### src/rtl/nmea_rx_decoder.sv
// NMEA receive path: 8N1 serial receiver plus "$body*HH\r\n" sentence framer and XOR checksum check.
// Latency: data_valid/sentence_ok/sentence_err one clk after stop-bit sample; no flow control.
module nmea_rx_decoder #(
    parameter int CLK_FREQ = 50_000_000,
    parameter int BAUD     = 4800,
    parameter int MAX_LEN  = 80
) (
    input  logic       clk,
    input  logic       reset,
    input  logic       nmea_rx,
    output logic [7:0] data,
    output logic       data_valid,
    output logic       sentence_ok,
    output logic       sentence_err,
    output logic       frame_err,
    output logic       busy
);

    localparam int DIV = CLK_FREQ / BAUD;
    localparam int CW  = $clog2(DIV);
    localparam int LW  = $clog2(MAX_LEN + 2);

    localparam logic [CW-1:0] HALF_M1 = CW'(DIV / 2 - 1);
    localparam logic [CW-1:0] BIT_M1  = CW'(DIV - 1);
    localparam logic [LW-1:0] LEN_MAX = LW'(MAX_LEN);

    localparam logic [7:0] CH_DOLLAR = 8'h24;
    localparam logic [7:0] CH_STAR   = 8'h2A;
    localparam logic [7:0] CH_CR     = 8'h0D;
    localparam logic [7:0] CH_LF     = 8'h0A;

    typedef enum logic [1:0] {B_IDLE, B_START, B_DATA, B_STOP} bit_state_t;
    typedef enum logic [2:0] {D_WAIT, D_BODY, D_CK1, D_CK2, D_CR, D_LF, D_OK, D_ERR} dec_state_t;

    // ---------------- line synchroniser ----------------
    logic rx_meta, rx_sync, rx_prev;
    logic rx_fall;

    always_ff @(posedge clk or posedge reset) begin
        if (reset) begin
            rx_meta <= 1'b1;
            rx_sync <= 1'b1;
            rx_prev <= 1'b1;
        end else begin
            rx_meta <= nmea_rx;
            rx_sync <= rx_meta;
            rx_prev <= rx_sync;
        end
    end

    assign rx_fall = rx_prev & ~rx_sync;

    // ---------------- bit FSM ----------------
    bit_state_t    bstate, bstate_nxt;
    logic [CW-1:0] cnt, cnt_nxt;
    logic [2:0]    bit_idx, bit_idx_nxt;
    logic [7:0]    shreg, shreg_nxt;
    logic          byte_stb;
    logic          fe_stb;

    always_ff @(posedge clk or posedge reset) begin
        if (reset) begin
            bstate  <= B_IDLE;
            cnt     <= '0;
            bit_idx <= '0;
            shreg   <= '0;
        end else begin
            bstate  <= bstate_nxt;
            cnt     <= cnt_nxt;
            bit_idx <= bit_idx_nxt;
            shreg   <= shreg_nxt;
        end
    end

    always_comb begin
        bstate_nxt  = bstate;
        cnt_nxt     = cnt + 1'b1;
        bit_idx_nxt = bit_idx;
        shreg_nxt   = shreg;
        byte_stb    = 1'b0;
        fe_stb      = 1'b0;
        case (bstate)
            B_IDLE: begin
                cnt_nxt = '0;
                if (rx_fall) bstate_nxt = B_START;
            end
            B_START: begin
                // Mid-start-bit resample rejects short glitches on the idle line.
                if (cnt == HALF_M1) begin
                    cnt_nxt     = '0;
                    bit_idx_nxt = '0;
                    bstate_nxt  = rx_sync ? B_IDLE : B_DATA;
                end
            end
            B_DATA: begin
                if (cnt == BIT_M1) begin
                    cnt_nxt     = '0;
                    shreg_nxt   = {rx_sync, shreg[7:1]};
                    bit_idx_nxt = bit_idx + 3'd1;
                    if (bit_idx == 3'd7) bstate_nxt = B_STOP;
                end
            end
            B_STOP: begin
                if (cnt == BIT_M1) begin
                    cnt_nxt    = '0;
                    bstate_nxt = B_IDLE;
                    byte_stb   = rx_sync;
                    fe_stb     = ~rx_sync;
                end
            end
            default: bstate_nxt = B_IDLE;
        endcase
    end

    // ---------------- sentence decoder ----------------
    function automatic logic [4:0] hex_val(input logic [7:0] c);
        if (c >= 8'h30 && c <= 8'h39) return {1'b1, c[3:0]};
        if (c >= 8'h41 && c <= 8'h46) return {1'b1, c[3:0] + 4'd9};
        return 5'b0;
    endfunction

    dec_state_t    dstate, dstate_nxt;
    logic [7:0]    csum, csum_nxt;
    logic [7:0]    rx_ck, rx_ck_nxt;
    logic [LW-1:0] len, len_nxt;
    logic [7:0]    data_nxt;
    logic          dv_nxt, err_nxt;
    logic          in_sent;
    logic [4:0]    hv;

    assign in_sent = (dstate == D_BODY) || (dstate == D_CK1) || (dstate == D_CK2) ||
                     (dstate == D_CR)   || (dstate == D_LF);
    assign hv      = hex_val(shreg);

    always_ff @(posedge clk or posedge reset) begin
        if (reset) begin
            dstate       <= D_WAIT;
            csum         <= '0;
            rx_ck        <= '0;
            len          <= '0;
            data         <= '0;
            data_valid   <= 1'b0;
            sentence_ok  <= 1'b0;
            sentence_err <= 1'b0;
            frame_err    <= 1'b0;
        end else begin
            dstate       <= dstate_nxt;
            csum         <= csum_nxt;
            rx_ck        <= rx_ck_nxt;
            len          <= len_nxt;
            data         <= data_nxt;
            data_valid   <= dv_nxt;
            sentence_ok  <= (dstate_nxt == D_OK);
            sentence_err <= err_nxt;
            frame_err    <= fe_stb;
        end
    end

    always_comb begin
        dstate_nxt = dstate;
        csum_nxt   = csum;
        rx_ck_nxt  = rx_ck;
        len_nxt    = len;
        data_nxt   = data;
        dv_nxt     = 1'b0;
        err_nxt    = 1'b0;
        if (dstate == D_OK || dstate == D_ERR) dstate_nxt = D_WAIT;
        if (byte_stb) begin
            if (shreg == CH_DOLLAR) begin
                // A fresh '$' always restarts the sentence; an open one is reported as aborted.
                err_nxt    = in_sent;
                dstate_nxt = D_BODY;
                csum_nxt   = '0;
                len_nxt    = '0;
            end else begin
                case (dstate)
                    D_BODY: begin
                        if (shreg == CH_STAR) begin
                            dstate_nxt = D_CK1;
                        end else if (len == LEN_MAX) begin
                            dstate_nxt = D_ERR;
                        end else begin
                            csum_nxt = csum ^ shreg;
                            len_nxt  = len + 1'b1;
                            data_nxt = shreg;
                            dv_nxt   = 1'b1;
                        end
                    end
                    D_CK1: begin
                        rx_ck_nxt  = {hv[3:0], rx_ck[3:0]};
                        dstate_nxt = hv[4] ? D_CK2 : D_ERR;
                    end
                    D_CK2: begin
                        rx_ck_nxt  = {rx_ck[7:4], hv[3:0]};
                        dstate_nxt = hv[4] ? D_CR : D_ERR;
                    end
                    D_CR: dstate_nxt = (shreg == CH_CR) ? D_LF : D_ERR;
                    D_LF: begin
                        if (shreg == CH_LF && rx_ck == csum) dstate_nxt = D_OK;
                        else                                 dstate_nxt = D_ERR;
                    end
                    default: ;
                endcase
            end
        end
        if (fe_stb && in_sent) begin
            dstate_nxt = D_WAIT;
            err_nxt    = 1'b1;
        end
        if (dstate_nxt == D_ERR) err_nxt = 1'b1;
    end

    assign busy = in_sent;

endmodule
### config.mk
export PLATFORM = sky130hd
export DESIGN_NAME = nmea_rx_decoder
export DESIGN_NICKNAME = d
export VERILOG_FILES = /design/src/rtl/nmea_rx_decoder.sv
export SDC_FILE = /design/constraint.sdc
export NUM_CORES = 1
export LEC_CHECK = 0
export CAP_MARGIN = 30
export CORE_MARGIN = 3
export CORE_UTILIZATION = 50
export DETAILED_ROUTE_END_ITERATION = 10
export GPL_TIMING_DRIVEN = 0
export HOLD_SLACK_MARGIN = 0.03
export PLACE_DENSITY_LB_ADDON = 0.1
export SYNTH_ARGS = -nofsm -noshare
export SYNTH_HDL_FRONTEND = slang
export SYNTH_SLANG_ARGS = --single-unit
### constraint.sdc
create_clock -name clk -period 2.91 [get_ports clk]
set_input_delay 0.7275 -clock clk [delete_from_list [all_inputs] [get_ports clk]]
set_output_delay 0.7275 -clock clk [all_outputs]
set_load 0.01 [all_outputs]
Word level (Yosys, flattened, before mapping)
Index checks and enable logic that the tools add are counted.
{"block": "op_classes", "n_reduce_logical": 20, "muxes": 53, "n_eq_ne": 28, "magnitude_cmp": 4, "n_addsub": 4, "bitwise_logic": 8}
{"cell": "$pmux W14 S3", "count": 1}
{"cell": "$mux W8", "count": 4}
{"cell": "$mux W14", "count": 2}
{"cell": "$mux W7", "count": 4}
{"cell": "$mux W3", "count": 9}
{"cell": "$eq A3 B3 Y1 const B", "count": 7}
{"cell": "$mux W5", "count": 4}
{"cell": "$mux W1", "count": 17}
{"cell": "$eq A8 B4 Y1 const B", "count": 2}
{"cell": "$eq A8 B6 Y1 const B", "count": 2}
{"cell": "$mux W2", "count": 8}
{"cell": "$pmux W8 S2", "count": 1}
{"cell": "$pmux W3 S5", "count": 1}
{"cell": "$add A14 B1 Y14 const B", "count": 1}
{"cell": "$eq A14 B13 Y1 const B", "count": 1}
{"cell": "$eq A14 B14 Y1 const B", "count": 1}
{"cell": "$ne A2 B2 Y1 const B", "count": 7}
{"cell": "$reduce_and A4 Y1", "count": 3}
{"cell": "$reduce_and A5 Y1", "count": 2}
{"cell": "$eq A8 B8 Y1", "count": 1}
{"cell": "$ge A8 B6 Y1 const B", "count": 1}
{"cell": "$ge A8 B7 Y1 const B", "count": 1}
{"cell": "$le A8 B6 Y1 const B", "count": 1}
{"cell": "$le A8 B7 Y1 const B", "count": 1}
{"cell": "20 further kinds", "count": 35}
{"block": "totals", "in_bits": 3, "ff_bits": 68, "output_inout_bits": 13}

Depth between registers and ports, before layout
{"block": "logic_depth", "ltp_word": 13, "mapped_depth": 10, "mapped_depth_nobuf": 9}

Worst setup path before layout
OpenSTA, ideal clock, no wires.
{"block": "synth_path", "path_kind": "reg2reg", "start": "reg cnt[0]", "end": "reg shreg[2]", "required_time_ps": 2785, "path_buffers": 1, "path_slack_ps": 725, "stages_incl_launch_ff": 8, "t_arrival_ps": 2060, "cell_sequence": "dfrtp_1 -> ha_1 -> nand3_1 -> nor4_4 -> nand2_1 -> nor2_2 -> buf_2 -> mux2_2"}
{"block": "synth_via", "elab_chain_cells": 2}
{"item": "start, declared", "line_no": "55", "source": "logic [CW-1:0] cnt, cnt_nxt;"}
{"item": "start signal, assigned", "line_no": "69", "source": "cnt <= cnt_nxt;"}
{"item": "$eq A14 B14 Y1", "line_no": "96", "source": "if (cnt == BIT_M1) begin"}
{"item": "$reduce_and A2 Y1 (no source line)"}
{"item": "end signal, assigned", "line_no": "71", "source": "shreg <= shreg_nxt;"}
{"item": "end, declared", "line_no": "57", "source": "logic [7:0] shreg, shreg_nxt;"}
No other way between the ends.
A chain may end at the register's enable or synchronous reset.

Worst setup path in the final report
{"block": "layout_path", "start": "reg dstate[2]", "end": "out busy"}
{"block": "layout_via", "elab_chain_cells": 5, "word_cells_on_any_way": 9}
{"item": "start, declared", "line_no": "122", "source": "dec_state_t dstate, dstate_nxt;"}
{"item": "start signal, assigned", "line_no": "147", "source": "dstate <= dstate_nxt;"}
{"item": "$eq A3 B1 Y1 or $eq A3 B2 Y1 (tied branches)", "line_no": "131", "source": "assign in_sent = (dstate == D_BODY) || (dstate == D_CK1) || (dstate == D_CK2) ||"}
{"item": "$logic_or A1 B1 Y1 (3 in series)", "line_no": "131"}
{"item": "$logic_or A1 B1 Y1 (*)", "line_no": "132", "source": "(dstate == D_CR) || (dstate == D_LF);"}
{"item": "end, declared", "line_no": "16", "source": "output logic busy"}
Every way passes the cells marked *; elsewhere a longest branch is shown, timed or not.

==> flow_summary.rst <==
.. list-table::
   :header-rows: 1

   * - Metric
     - Value
   * - Highest attainable clock frequency
     - 382 MHz
   * - Total detailed-routing wirelength
     - 7000 um
   * - Antenna diode count
     - 0
   * - Share of the cycle needed by the critical path after routing
     - approximately nine tenths
   * - Maximum ir drop on the vdd rail
     - 0.377 mV
   * - Largest net degree at the start of global routing
     - 69
   * - Final setup violation count
     - 0
   * - Aggregate global routing overflow
     - 0
   * - Drt first pass iters
     - 4
   * - Total core area
     - ~6600 um2
   * - Worst Max-Slew Pin Slew
     - 820 ps
   * - Nature of the critical path startpoint
     - register
   * - Post-detail-place hpwl
     - 4960 um
   * - Synthesized flop and latch total
     - just under 70
   * - First-pass GRT wire length
     - 12,000 um
   * - CTS Root Cell
     - sky130_fd_sc_hd__clkbuf_8
   * - Clk Latency, worst-skew pair
     - ~340 ps
   * - Fraction of final layout cells with drive strength greater than 1
     - 16.4%
   * - Die Height
     - 89.9 um
   * - GPL Wtd Cong
     - 0.810
   * - Clock power frac
     - 39.6%
   * - Critical-path maximum fanout
     - 7
   * - Family with the most delay on the worst path
     - buffers and inverters
   * - Class of the tightest hold or removal check
     - reg2reg
   * - Post-synthesis instance total
     - about 340
   * - Total number of vias
     - between 2,000 and 3,000
   * - Number of enable flip-flop cells after synthesis
     - 0
   * - Async set-or-reset flop fraction in the synthesized netlist
     - 100%
   * - Chip Width
     - 89.9 um
   * - Max-slew violation count
     - 0
   * - Cell Pwr Density
     - 495 nW/um2
   * - Utilization after layout
     - 60.8%
   * - Post-Route Skew
     - 9.77 ps
   * - Port bufs
     - 15
   * - Endpoint required time on the critical path
     - 2180 ps
   * - RSZ-0062 raised after global routing
     - no
   * - Number of cells traversed by the worst register-to-register path
     - 6
   * - Number of DRC markers in iteration 0
     - 180
   * - Cell accounting for the most synthesized area
     - sky130_fd_sc_hd__dfrtp_1
   * - Cell area reported after detailed placement
     - 3790 um2
   * - Sequential-to-total area share from yosys stat
     - 48.4%
   * - Worst slew margin
     - 45.4%
   * - Via count of the first global-routing pass
     - 2,474
   * - Max-cap viol count
     - 0
   * - Internal power contribution
     - between 1 and 1.5 mW
   * - Static Leakage
     - 1.81 nW
   * - Buffers plus inverters on the worst setup path
     - 2
   * - Antenna violations before repair
     - 0
   * - Post-CTS Hold Fix Bufs
     - 0
   * - Average wire length per cell after detail routing
     - 15.0 um
   * - Outcome
     - completed
   * - Final critical delay including setup and external delays
     - 2620 ps
   * - Category of the most critical setup path
     - reg2out
   * - Number of nets in the final layout
     - 380
   * - Fill cell instance count of the final layout
     - 556
   * - Cell variety after synth
     - 58
   * - Via-to-Cell Ratio
     - 5.48
   * - Net Switching
     - 480 uW
   * - Synth-to-Final Area Change
     - 13.4%
   * - Sequential fraction of design power
     - 53.6%
   * - Htree depth
     - 3
   * - Post-Synthesis Net Count
     - roughly 350
   * - Clock-pin slew on the worst setup and hold paths
     - ~70 ps
   * - Number of synthesis warnings
     - 0
   * - Clock buffer count from CTS
     - 9
   * - Worst path cell trace
     - or3_1, nand2_1, inv_1, clkdlybuf4s50_1
   * - Share of Yosys cell area claimed by the top area cell type
     - around 46%
   * - Most frequent cells in the layout
     - sky130_fd_sc_hd__dfrtp_1, sky130_fd_sc_hd__nor2_1, sky130_fd_sc_hd__nand2_1, sky130_fd_sc_hd__o21ai_0, sky130_fd_sc_hd__xor2_1
   * - Clock sink total
     - 68
   * - Number of hold-slack violations in the final timing report
     - 0
   * - Total Die Area
     - 8090 um2
   * - # IOs
     - 16
   * - Mean area per synthesized cell
     - 10.3 um2
   * - WHS Path Cells
     - 0
   * - Post-CTS Resized
     - 0
   * - Biggest area contributors in the synthesized netlist
     - sky130_fd_sc_hd__dfrtp_1, sky130_fd_sc_hd__xor2_1, sky130_fd_sc_hd__mux2_2, sky130_fd_sc_hd__o21ai_0, sky130_fd_sc_hd__nor2_1
   * - Global Route Usage Sum
     - 18.3%
   * - Number of stages on the worst setup path
     - 4
   * - Mapped Area
     - 3520 um2
   * - Fin worst setup slack
     - 291 ps
   * - Portion of total power attributed to combinational logic
     - 6.7%
   * - Clock Path Buffers
     - 2
   * - Top flip-flop cell by instance count after synthesis
     - sky130_fd_sc_hd__dfrtp_1
   * - Arr. time, crit path
     - 1890 ps
   * - Post-Place Worst Slack
     - 389 ps
   * - DRC Markers
     - 0
   * - Critical path's slowest cell
     - sky130_fd_sc_hd__clkdlybuf4s50_1
   * - Setup bufs post-CTS
     - 0
   * - Largest stage delay on the critical path
     - between 400 and 500 ps
   * - Most common cell after layout, fill and taps aside
     - sky130_fd_sc_hd__dfrtp_1
   * - Final instance area
     - 3990 um2
   * - Net switching fraction of the power
     - around a quarter
   * - Critical Path End Type
     - output port
   * - TritonCTS clock tree
     - done
   * - Worst-case hold slack
     - between 300 and 400 ps
   * - Initial core utilization
     - 53.6%
   * - Number of core rows
     - 29
   * - Number of antenna-violating nets in the routed design
     - 0
## worst paths after layout
check	startpoint	to	slack, ps
max	dstate[2]	busy	290
min	rx_meta	rx_sync	360
max reg2reg	cnt[0]	rx_ck[6]	340
min reg2reg	rx_meta	rx_sync	360
max in group asynchronous	reset	bstate[0]	1460
min in group asynchronous	reset	len[4]	900
## cell usage after synthesis (all sizes together) (2+ instances only)
cell type / number
a2111oi: 2
a21oi: 2
a22o: 3
a31oi: 2
and2: 3
and3: 7
buf: 5
clkbuf: 5
dfrtp: 65
dfstp: 3
ha: 9
inv: 15
mux2: 19
nand2: 28
nand2b: 2
nand3: 17
nand4: 5
nand4b: 2
nand4bb: 3
nor2: 37
nor2b: 4
nor3: 15
nor3b: 4
nor4: 3
o21ai: 31
o22ai: 2
or2: 2
or3: 3
xnor2: 6
xor2: 22
## state kept, by name, summed over array words and instances, names as in the netlist, named ones only
register	flops
data_valid	1
sentence_err	1
rx_sync	1
len	7
shreg	8
bstate	1
rx_meta	1
dstate	3
bit_idx	3
data	8
rx_prev	1
cnt	14
csum	8
sentence_ok	1
frame_err	1
rx_ck	8
## per-layer routing
layer / part of all wire, % / global-route usage, % / wire length (um) / vias up
met5: 0 / 0 / 0 / -
met3: 3.5 / 5.18 / 243 / 10
met2: 45 / 26.7 / 3140 / 38
li1: - / - / - / 1255
met1: 50 / 25.8 / 3490 / 1253
met4: 1.7 / 7.14 / 116 / 0
## logic make-up after synthesis
family | synth area share (%)
xor gates and xnor gates | 6.96
buffers and inverters | 3.09
AOI/OAI and AO/OA | 9.31
DFF | 48.4
muxes | 6.57
adders and majority gates | 3.20
and+or+nand+nor | 22.5
## power by group through the flow
stage	Clock, mW	Sequential (mW)	Combinational [mW]
final	0.784	1.06	0.133
after global routing	0.852	1.07	0.153
after CTS	0.808	1.06	0.136
after detailed placement	0	1.08	0.134
after global placement	0	1.08	0.129
after floorplan	0	1.06	0.112
## stage by stage
stage	setup TNS, ps	total power, mW	instances
finish	0	1.98	466
global route	0	2.07	466
CTS	0	2.00	466
detailed placement	0	1.21	450
global placement	-46040	1.21	450
floorplan	0	1.17	342
## layout make-up
| cell class | instances | area, um2 | area share [%] |
|---|---|---|---|
| Inverter | 15 | 58.8 | 1.47 |
| Clock inverter | 5 | 50.0 | 1.25 |
| Timing Repair Buffer | 15 | 150 | 3.76 |
| Sequential cell | 68 | 1710 | 42.7 |
| Clock buffer | 11 | 151 | 3.79 |
| Multi-Input combinational cell | 249 | 1710 | 42.8 |
| Buffer | 10 | 52.6 | 1.32 |
| Tap cell | 93 | 116 | 2.91 |
(Power assumes the default switching activity.)
